<file path="src/rtl/lifo_stack_responder_if.sv">
// Request/status bundle for lifo_stack_responder: the initiator drives the
// requests and data, and the stack drives the acknowledges, flags and occupancy.
interface lifo_stack_responder_if #(
    parameter int DATA_WIDTH = 8,
    parameter int DEPTH      = 8
);
    localparam int SPW = $clog2(DEPTH) + 1;

    logic [DATA_WIDTH-1:0] din;
    logic                  push;
    logic                  pop;
    logic                  clear;
    logic [DATA_WIDTH-1:0] dout;
    logic [DATA_WIDTH-1:0] top;
    logic                  pushed;
    logic                  popped;
    logic                  ovf;
    logic                  unf;
    logic                  full;
    logic                  empty;
    logic                  busy;
    logic [SPW-1:0]        stack_pointer;

    modport master (
        output din, push, pop, clear,
        input  dout, top, pushed, popped, ovf, unf, full, empty, busy, stack_pointer
    );

    modport slave (
        input  din, push, pop, clear,
        output dout, top, pushed, popped, ovf, unf, full, empty, busy, stack_pointer
    );
endinterface

</file>
<file path="src/rtl/lifo_stack_responder.sv">
// LIFO stack with a four-state handshake: each held push/pop executes once,
// is acknowledged by a one-cycle pulse, and must be released before the next.
module lifo_stack_responder #(
    parameter int DATA_WIDTH = 8,
    parameter int DEPTH      = 8
) (
    input logic                  clk,
    input logic                  rst,
    lifo_stack_responder_if.slave bus
);
    localparam int AW  = $clog2(DEPTH);
    localparam int SPW = AW + 1;

    typedef enum logic [1:0] {IDLE, EXEC, ACK, RELEASE} state_t;
    typedef enum logic {OP_PUSH, OP_POP} op_t;
    typedef struct packed {
        op_t                   op;
        logic [DATA_WIDTH-1:0] data;
    } req_t;

    state_t                state_q, state_d;
    req_t                  req_q, req_d;
    logic [SPW-1:0]        sp_q, sp_d;
    logic [DATA_WIDTH-1:0] dout_q, dout_d;
    logic                  pushed_q, pushed_d;
    logic                  popped_q, popped_d;
    logic                  ovf_q, ovf_d;
    logic                  unf_q, unf_d;
    logic                  mem_we;
    logic                  full_c, empty_c;
    logic [AW-1:0]         top_idx;
    logic [DATA_WIDTH-1:0] mem [DEPTH];

    assign full_c  = (sp_q == SPW'(DEPTH));
    assign empty_c = (sp_q == '0);
    assign top_idx = AW'(sp_q - SPW'(1));

    always_ff @(posedge clk) begin
        if (rst) state_q <= IDLE;
        else     state_q <= state_d;
    end

    always_comb begin
        state_d = state_q;
        case (state_q)
            IDLE:    if (!bus.clear && (bus.push || bus.pop)) state_d = EXEC;
            EXEC:    state_d = ACK;
            ACK:     state_d = RELEASE;
            RELEASE: if (!bus.push && !bus.pop) state_d = IDLE;
            default: state_d = IDLE;
        endcase
    end

    always_comb begin
        req_d    = req_q;
        sp_d     = sp_q;
        dout_d   = dout_q;
        pushed_d = 1'b0;
        popped_d = 1'b0;
        ovf_d    = 1'b0;
        unf_d    = 1'b0;
        mem_we   = 1'b0;
        case (state_q)
            IDLE: begin
                if (bus.clear) begin
                    sp_d = '0;
                end else if (bus.push) begin
                    req_d.op   = OP_PUSH;
                    req_d.data = bus.din;
                end else if (bus.pop) begin
                    req_d.op = OP_POP;
                end
            end
            EXEC: begin
                // Refused operations leave pointer, memory and dout untouched.
                if (req_q.op == OP_PUSH) begin
                    if (!full_c) begin
                        mem_we   = 1'b1;
                        sp_d     = sp_q + SPW'(1);
                        pushed_d = 1'b1;
                    end else begin
                        ovf_d = 1'b1;
                    end
                end else begin
                    if (!empty_c) begin
                        dout_d   = mem[top_idx];
                        sp_d     = sp_q - SPW'(1);
                        popped_d = 1'b1;
                    end else begin
                        unf_d = 1'b1;
                    end
                end
            end
            default: ;
        endcase
    end

    always_ff @(posedge clk) begin
        if (rst) begin
            req_q    <= '0;
            sp_q     <= '0;
            dout_q   <= '0;
            pushed_q <= 1'b0;
            popped_q <= 1'b0;
            ovf_q    <= 1'b0;
            unf_q    <= 1'b0;
        end else begin
            req_q    <= req_d;
            sp_q     <= sp_d;
            dout_q   <= dout_d;
            pushed_q <= pushed_d;
            popped_q <= popped_d;
            ovf_q    <= ovf_d;
            unf_q    <= unf_d;
        end
    end

    // Storage has no reset; slots at or above the pointer are never shown on top.
    always_ff @(posedge clk) begin
        if (!rst && mem_we) mem[sp_q[AW-1:0]] <= req_q.data;
    end

    assign bus.dout          = dout_q;
    assign bus.top           = empty_c ? '0 : mem[top_idx];
    assign bus.pushed        = pushed_q;
    assign bus.popped        = popped_q;
    assign bus.ovf           = ovf_q;
    assign bus.unf           = unf_q;
    assign bus.full          = full_c;
    assign bus.empty         = empty_c;
    assign bus.busy          = (state_q != IDLE);
    assign bus.stack_pointer = sp_q;
endmodule

</file>
<file path="src/flat_wrapper.sv">
// flat-port wrapper written by rule: the top's interface ports become plain ports
module lifo_stack_responder_flat 
#(
    parameter int DATA_WIDTH = 8,
    parameter int DEPTH      = 8
)
  (clk, rst, bus_din, bus_push, bus_pop, bus_clear, bus_dout, bus_top, bus_pushed, bus_popped, bus_ovf, bus_unf, bus_full, bus_empty, bus_busy, bus_stack_pointer);
  lifo_stack_responder_if #(.DATA_WIDTH(DATA_WIDTH), .DEPTH(DEPTH)) bus_i ();
  input logic clk;
  input logic rst;
  input wire logic [$bits(bus_i.din)-1:0] bus_din;
  input wire logic [$bits(bus_i.push)-1:0] bus_push;
  input wire logic [$bits(bus_i.pop)-1:0] bus_pop;
  input wire logic [$bits(bus_i.clear)-1:0] bus_clear;
  output wire logic [$bits(bus_i.dout)-1:0] bus_dout;
  output wire logic [$bits(bus_i.top)-1:0] bus_top;
  output wire logic [$bits(bus_i.pushed)-1:0] bus_pushed;
  output wire logic [$bits(bus_i.popped)-1:0] bus_popped;
  output wire logic [$bits(bus_i.ovf)-1:0] bus_ovf;
  output wire logic [$bits(bus_i.unf)-1:0] bus_unf;
  output wire logic [$bits(bus_i.full)-1:0] bus_full;
  output wire logic [$bits(bus_i.empty)-1:0] bus_empty;
  output wire logic [$bits(bus_i.busy)-1:0] bus_busy;
  output wire logic [$bits(bus_i.stack_pointer)-1:0] bus_stack_pointer;
  assign bus_i.din = bus_din;
  assign bus_i.push = bus_push;
  assign bus_i.pop = bus_pop;
  assign bus_i.clear = bus_clear;
  assign bus_dout = bus_i.dout;
  assign bus_top = bus_i.top;
  assign bus_pushed = bus_i.pushed;
  assign bus_popped = bus_i.popped;
  assign bus_ovf = bus_i.ovf;
  assign bus_unf = bus_i.unf;
  assign bus_full = bus_i.full;
  assign bus_empty = bus_i.empty;
  assign bus_busy = bus_i.busy;
  assign bus_stack_pointer = bus_i.stack_pointer;
  lifo_stack_responder #(.DATA_WIDTH(DATA_WIDTH), .DEPTH(DEPTH)) u_core (.clk(clk), .rst(rst), .bus(bus_i));
endmodule
</file>
<file path="config.mk">
export PLATFORM = sky130hd
export DESIGN_NAME = lifo_stack_responder_flat
export DESIGN_NICKNAME = d
export VERILOG_FILES = /design/src/rtl/lifo_stack_responder_if.sv /design/src/rtl/lifo_stack_responder.sv /design/src/flat_wrapper.sv
export SDC_FILE = /design/constraint.sdc
export NUM_CORES = 1
export LEC_CHECK = 0
export ABC_AREA = 1
export CAP_MARGIN = 20
export CORE_ASPECT_RATIO = 1.1
export CORE_MARGIN = 1.5
export CORE_UTILIZATION = 52
export CTS_CLUSTER_DIAMETER = 50
export DETAILED_ROUTE_END_ITERATION = 6
export PLACE_DENSITY_LB_ADDON = 0.08
export SLEW_MARGIN = 0
export SYNTH_ARGS = -nofsm -noshare
export SYNTH_HDL_FRONTEND = slang
export SYNTH_SLANG_ARGS = --single-unit
</file>
<file path="constraint.sdc">
create_clock -name clk -period 3 [get_ports clk]
set_input_delay 0.6 -clock clk [delete_from_list [all_inputs] [get_ports clk]]
set_output_delay 0.6 -clock clk [all_outputs]
set_load 0.05 [all_outputs]
</file>
==> flow_metrics.env, run 1 <==
export IMPL_outcome="finished, final reports clean"
export IMPL_clock_fmax_ghz=0.361
export IMPL_global_route_usage_met1_pct=27.6
export IMPL_worst_skew_pair_late_latency_ns=0.37
export IMPL_synthDistinctLibCells=26
export IMPL_finalWorstPathRequiredPeriod_ns=2.77
export IMPL_timing_final_hold_violations=0
export IMPL_grt_start_max_net_pins=38
export IMPL_n_antenna_cell=0
export IMPL_global_route_usage_met3_pct=4.94
export IMPL_drive_gt1_share_pct=11.9
export IMPL_via_count=2929
export IMPL_p_leak_uw=0.00209
export IMPL_num_io_pins=40
export IMPL_finalNetCount=502
export IMPL_crit_family="buffers and inverters"
export IMPL_vias_per_cell=4.94
export IMPL_drc=0
export IMPL_antenna_found_initial=0
export IMPL_worstPathArrival_ns=2.17
export IMPL_floorplan_initialDensity_pct=53.9
export IMPL_yosysSeqAreaShare_pct=60.8
export IMPL_critical_path_cell_chain="inv_1 -> ha_1 -> clkinv_2 -> nand3_1 -> nand2_1 -> o21ai_1 -> nor2_2 -> buf_12"
export IMPL_worst_path_required_time_ns=2.40
export IMPL_setup_tns_final_ns=0
export IMPL_timing_worst_setup_path_type="reg -> out"
export IMPL_synthesis_area_per_instance_um2=9.24
export IMPL_vias_in_the_first_global_route=2846
export IMPL_detail_route_wl_per_cell_um=14.9
export IMPL_combined_global_route_utilization_of_all_metal_layers_pct=23.1
export IMPL_clkSinkCount=91
export IMPL_buffer_ports_inserted=39
export IMPL_dpl_hpwl_mm=5.92
export IMPL_htree_levels=3
export IMPL_post_synth_top_area_fraction_pct=47.5
export IMPL_wirelength_mm=8.82
export IMPL_synth_seq_cells=91
export IMPL_syn_area_um2=4050
export IMPL_setup_viol=0
export IMPL_final_cell_mix="sky130_fd_sc_hd__nand2_1 (108), sky130_fd_sc_hd__inv_1 (78), sky130_fd_sc_hd__edfxtp_1 (64), sky130_fd_sc_hd__nand3_1 (44), sky130_fd_sc_hd__clkdlybuf4s50_1 (29)"
export IMPL_synth_cells=438
export IMPL_grt_max_usage_layer="met2"
export IMPL_place_congestion=0.857
export IMPL_tritoncts="built"
export IMPL_post_synth_top_area_cell="sky130_fd_sc_hd__edfxtp_1"
export IMPL_layout_cells_most_common="sky130_fd_sc_hd__nand2_1"
export IMPL_die_area_um2=8330
export IMPL_clockBufferDepth=2
export IMPL_gr_usage_met2_pct=41.0
export IMPL_rows=33
export IMPL_horizontal_die_dimension_um=87.1
export IMPL_cts_buffers_inserted=9
export IMPL_min_delay_path_class="reg -> reg"
export IMPL_power_density_nw_per_um2=1040
export IMPL_detail_route_iter0_violations=232
export IMPL_cp_slowest_cell="sky130_fd_sc_hd__dfxtp_2"
export IMPL_synth_area_top_cells="sky130_fd_sc_hd__edfxtp_1 (47%), sky130_fd_sc_hd__dfxtp_1 (13%), sky130_fd_sc_hd__nand2_1 (10%), sky130_fd_sc_hd__inv_1 (7.2%), sky130_fd_sc_hd__nand3_1 (5.4%)"
export IMPL_category_of_the_worst_setup_path_capture_point="output pin"
export IMPL_globalRoute_totalOverflow=0
export IMPL_critPathMaxFanout=18
export IMPL_post_route_period_util_pct=92.4
export IMPL_core_region_area_um2=7510
export IMPL_crit_path_max_incr_delay_ns=0.42
export IMPL_yosys_warnings=0
export IMPL_die_h_um=95.5
export IMPL_setup_worst_path_start_class="flop"
export IMPL_worst_pin_slew_ns=0.520
export IMPL_filler_cell_count_in_the_final_layout=626
export IMPL_cts_post_setup_buffers_inserted=0
export IMPL_slew_headroom_pct=65.2
export IMPL_grt_setup_unrepaired="false"
export IMPL_final_hold_worst_slack_ns=0.534
export IMPL_clk_pin_slew_ns=0.09
export IMPL_path_buf_inv=3
export IMPL_vdd_ir_drop_worst_uv=608
export IMPL_max_cap_violations=0
export IMPL_clockRootBuffer="sky130_fd_sc_hd__clkbuf_8"
export IMPL_route_antenna_remaining_nets=0
export IMPL_final_clock_skew_ns=0.0134
export IMPL_drt_first_pass_iters=4
export IMPL_syn_nets=457
export IMPL_area_growth_synth_to_finish_pct=20.3
export IMPL_grt_first_pass_wirelength_mm=14.0
export IMPL_maxSlewViolCount=0
[worst paths after layout]
check,start,to,slack [ns],cells past startpoint
setup / recovery,u_core.bus.stack_pointer[1]$_SDFFE_PP0P_,bus_top[6],0.23,8
hold / removal,u_core.state_q[1]$_SDFFE_PP0P_,u_core.state_q[1]$_SDFFE_PP0P_,0.53,2
setup reg to reg,u_core.bus.stack_pointer[1]$_SDFFE_PP0P_,u_core.mem[1][7]$_DFFE_PP_,0.95,8
hold reg to reg,u_core.state_q[1]$_SDFFE_PP0P_,u_core.state_q[1]$_SDFFE_PP0P_,0.53,2
[cell usage after synthesis (all sizes together)]
cell type  count
nand3         47
clkbuf         2
dfxtp         27
nand2        110
edfxtp        64
ha             6
a21oi         21
o21ai         25
xnor2          1
clkinv         1
a211oi         1
nor2          31
inv           82
nor3           3
buf           15
nand4          2
[worst min-delay path: cells and delay by family (launching register included)]
family | cells | cell delay (ns)
flops | 1 | 0.33
buf+inv | 1 | 0.09
compound gates | 1 | 0.06
[per-layer routing]
| layer | wire length (µm) | up-vias |
|---|---|---|
| met2 | 4550 | 72 |
| met1 | 3620 | 1361 |
| met5 | 0 | - |
| met4 | 144 | 0 |
| met3 | 502 | 11 |
| li1 | - | 1485 |
[power breakdown]
part / switching (µW) / internal [µW]
Clock: 442 / 411
Sequential: 77.9 / 1440
Combinational: 1730 / 947
[cell families after synthesis]
family	share of synthesized area, %
buffers and inverters	10.7
and+or+nand+nor	20.5
DFF	60.8
xor gates and xnor gates	0.216
adders and majority gates	1.85
AOI/OAI and AO/OA	5.87
[flip-flops by register name, indices dropped and copies added (netlist names)]
signal	flops
u_core.bus.unf	1
u_core.mem	64
u_core.state_q	2
u_core.bus.dout	8
u_core.req_q	9
u_core.bus.pushed	1
u_core.bus.stack_pointer	4
u_core.bus.popped	1
u_core.bus.ovf	1
[through the flow]
| stage | total power, µW | utilization [%] | area [µm²] | cells | worst slack [ns] |
|---|---|---|---|---|---|
| 2_1_floorplan | 3310 | - | 4070 | 438 | 0.0113 |
| 3_3_place_gp | 4200 | 61.9 | 4650 | 577 | 0.605 |
| 3_5_place_dp | 4230 | 61.9 | 4650 | 577 | 0.537 |
| 4_1_cts | 5080 | 64.7 | 4860 | 593 | 0.132 |
| 5_1_grt | 5350 | 64.8 | 4870 | 593 | 0.0103 |
| 6_report | 5040 | 64.8 | 4870 | 593 | 0.228 |
[area by class of cell]
| cell class | instances | area (µm²) | area share [%] |
|---|---|---|---|
| Clock inverter | 4 | 35.0 | 0.719 |
| Inverter | 83 | 315 | 6.47 |
| Timing Repair Buffer | 51 | 568 | 11.7 |
| Sequential cell | 91 | 2460 | 50.6 |
| Clock buffer | 12 | 178 | 3.65 |
| Multi-Input combinational cell | 247 | 1180 | 24.2 |
| Tap cell | 105 | 131 | 2.70 |
[what timing repair did]
| action | in CTS | in global routing |
|---|---|---|
| resized for setup | 0 | 3 |
| hold buffers | 0 | 0 |
| setup endpoints to repair | 0 | 7 |
No activity file was read; power rests on OpenSTA's default activity.
==> inputs of run 2 (changes only) <==
--- a/config.mk
+++ b/config.mk
@@ -7,9 +7,11 @@
 export LEC_CHECK = 0
 export ABC_AREA = 1
 export CAP_MARGIN = 20
+export CELL_PAD_IN_SITES_DETAIL_PLACEMENT = 0
+export CELL_PAD_IN_SITES_GLOBAL_PLACEMENT = 1
 export CORE_ASPECT_RATIO = 1.1
 export CORE_MARGIN = 1.5
-export CORE_UTILIZATION = 52
+export CORE_UTILIZATION = 44
 export CTS_CLUSTER_DIAMETER = 50
 export DETAILED_ROUTE_END_ITERATION = 6
 export PLACE_DENSITY_LB_ADDON = 0.08
==> flow_metrics.env, run 2 (same netlist as run 1, synthesis figures left out) <==
export IMPL_clkPwrFrac_pct=16.4
export IMPL_layout_cells_most_common="sky130_fd_sc_hd__nand2_1"
export IMPL_place_congestion=0.803
export IMPL_setup_tns_final_ns=0
export IMPL_worst_path_required_time_ns=2.40
export IMPL_post_route_period_util_pct=91.9
export IMPL_clk_pin_slew_ns=0.08
export IMPL_dpl_hpwl_mm=6.47
export IMPL_power_share_switching_pct=44.9
export IMPL_die_h_um=104
export IMPL_core_region_area_um2=8920
export IMPL_vdd_ir_drop_worst_uv=616
export IMPL_area_growth_synth_to_finish_pct=20.0
export IMPL_postCtsHoldBufs=0
export IMPL_final_clock_skew_ns=0.00911
export IMPL_slew_headroom_pct=62.7
export IMPL_antenna_found_initial=0
export IMPL_die_area_um2=9790
export IMPL_globalRoute_totalOverflow=0
export IMPL_clockRootBuffer="sky130_fd_sc_hd__clkbuf_8"
export IMPL_comb_power_share_pct=53.5
export IMPL_pint_uw=2770
export IMPL_drc=0
export IMPL_worst_skew_pair_late_latency_ns=0.35
export IMPL_drive_gt1_share_pct=11.7
export IMPL_floorplan_initialDensity_pct=45.4
export IMPL_setup_worst_path_start_class="flop"
export IMPL_detail_route_iter0_violations=126
export IMPL_clockBufferDepth=2
export IMPL_tritoncts="built"
export IMPL_cts_post_setup_buffers_inserted=0
export IMPL_category_of_the_worst_setup_path_capture_point="output pin"
export IMPL_min_delay_path_class="reg -> reg"
export IMPL_rows=36
export IMPL_power_density_nw_per_um2=1040
export IMPL_p_leak_uw=0.00207
export IMPL_grt_setup_unrepaired="false"
export IMPL_final_hold_worst_slack_ns=0.527
export IMPL_wirelength_mm=9.24
export IMPL_outcome="finished, final reports clean"
export IMPL_largest_reg_flops=64
export IMPL_htree_levels=3
export IMPL_via_count=2951
export IMPL_max_cap_violations=0
export IMPL_vias_per_cell=4.90
export IMPL_buffer_ports_inserted=39
export IMPL_maxSlewViolCount=0
export IMPL_worst_r2r_setup_slack_ns=0.94
export IMPL_timing_worst_setup_path_type="reg -> out"
export IMPL_post_cts_resize_count=0
export IMPL_timing_final_hold_violations=0
export IMPL_worstPathArrival_ns=2.16
export IMPL_clkSinkCount=91
export IMPL_worst_pin_slew_ns=0.557
export IMPL_combined_global_route_utilization_of_all_metal_layers_pct=21.0
export IMPL_final_design_area_no_fill_um2=4860
export IMPL_finalWorstPathRequiredPeriod_ns=2.76
export IMPL_cts_buffers_inserted=9
export IMPL_net_switching_power_uw=2260
export IMPL_final_cell_mix="sky130_fd_sc_hd__nand2_1 (108), sky130_fd_sc_hd__inv_1 (78), sky130_fd_sc_hd__edfxtp_1 (64), sky130_fd_sc_hd__nand3_1 (44), sky130_fd_sc_hd__clkdlybuf4s50_1 (29)"
export IMPL_grt_start_max_net_pins=38
export IMPL_n_antenna_cell=0
export IMPL_finalNetCount=502
export IMPL_drt_first_pass_iters=6
export IMPL_dpl_instance_area_um2=4660
export IMPL_grt_first_pass_wirelength_mm=15.2
export IMPL_num_io_pins=40
export IMPL_critPathMaxFanout=16
export IMPL_horizontal_die_dimension_um=94.5
export IMPL_detail_route_wl_per_cell_um=15.4
export IMPL_setup_viol=0
export IMPL_clock_fmax_ghz=0.363
export IMPL_pwr_share_seq_pct=30.2
export IMPL_vias_in_the_first_global_route=2957
export IMPL_route_antenna_remaining_nets=0
==> run 2: power by group through the flow <==
stage	sequential [µW]	clock, µW	combinational [µW]
finish	1520	824	2690
global route	1530	891	2940
CTS	1520	842	2730
detailed placement	1540	0	2730
global placement	1540	0	2720
floorplan	1590	0	1720
==> run 2: final timing paths <==
path,startpoint,end,depth (start not counted)
worst max-delay path,u_core.bus.stack_pointer[1]$_SDFFE_PP0P_,bus_top[4],8
worst min-delay path,u_core.bus.dout[2]$_SDFFE_PP0P_,u_core.bus.dout[2]$_SDFFE_PP0P_,2
worst max register to register,u_core.bus.stack_pointer[1]$_SDFFE_PP0P_,u_core.mem[0][6]$_DFFE_PP_,8
worst min register to register,u_core.bus.dout[2]$_SDFFE_PP0P_,u_core.bus.dout[2]$_SDFFE_PP0P_,2
==> run 2: layout make-up <==
class	count	area (µm²)
Clock inverter	5	63.8
Clock buffer	11	131
Sequential cell	91	2460
Fill cell	813	4060
Inverter	83	314
Timing Repair Buffer	51	568
Tap cell	114	143
Multi-Input combinational cell	247	1170
==> run 2: per-layer routing <==
layer  vias to the layer above  GRT usage [%]  part of all wire, %
met5                         -              0                    0
met1                      1410           25.7                   43
li1                       1483              -                    -
met2                        46           36.6                   53
met3                        12           2.72                  2.3
met4                         0           8.42                  1.8
==> run 2: per-stage QoR <==
step           std cells  worst slack, ns  power, µW  utilization, %
2_1_floorplan        438           0.0113       3310               -
3_5_place_dp         586            0.476       4270            52.3
5_1_grt              602           0.0717       5360            54.5
6_report             602            0.243       5030            54.5
4_1_cts              602           0.0797       5090            54.4
3_3_place_gp         586            0.530       4260            52.3
==> run 2: critical path, stage by stage, from the launching register on <==
cell and delay (ns):
sky130_fd_sc_hd__dfxtp_2 0.42, sky130_fd_sc_hd__inv_1 0.09, sky130_fd_sc_hd__ha_1 0.32, sky130_fd_sc_hd__buf_4 0.26
sky130_fd_sc_hd__nand3_1 0.21, sky130_fd_sc_hd__nand2_1 0.11, sky130_fd_sc_hd__o21ai_1 0.09, sky130_fd_sc_hd__nor2_2 0.15
sky130_fd_sc_hd__buf_12 0.15
==> inputs of run 3 (changes only) <==
--- a/config.mk
+++ b/config.mk
@@ -15,6 +15,7 @@
 export CTS_CLUSTER_DIAMETER = 50
 export DETAILED_ROUTE_END_ITERATION = 6
 export PLACE_DENSITY_LB_ADDON = 0.08
+export SKIP_LAST_GASP = 1
 export SLEW_MARGIN = 0
 export SYNTH_ARGS = -nofsm -noshare
 export SYNTH_HDL_FRONTEND = slang
==> results of run 3 <==
The final DEF is identical to that of run 2; final timing and power are the same.
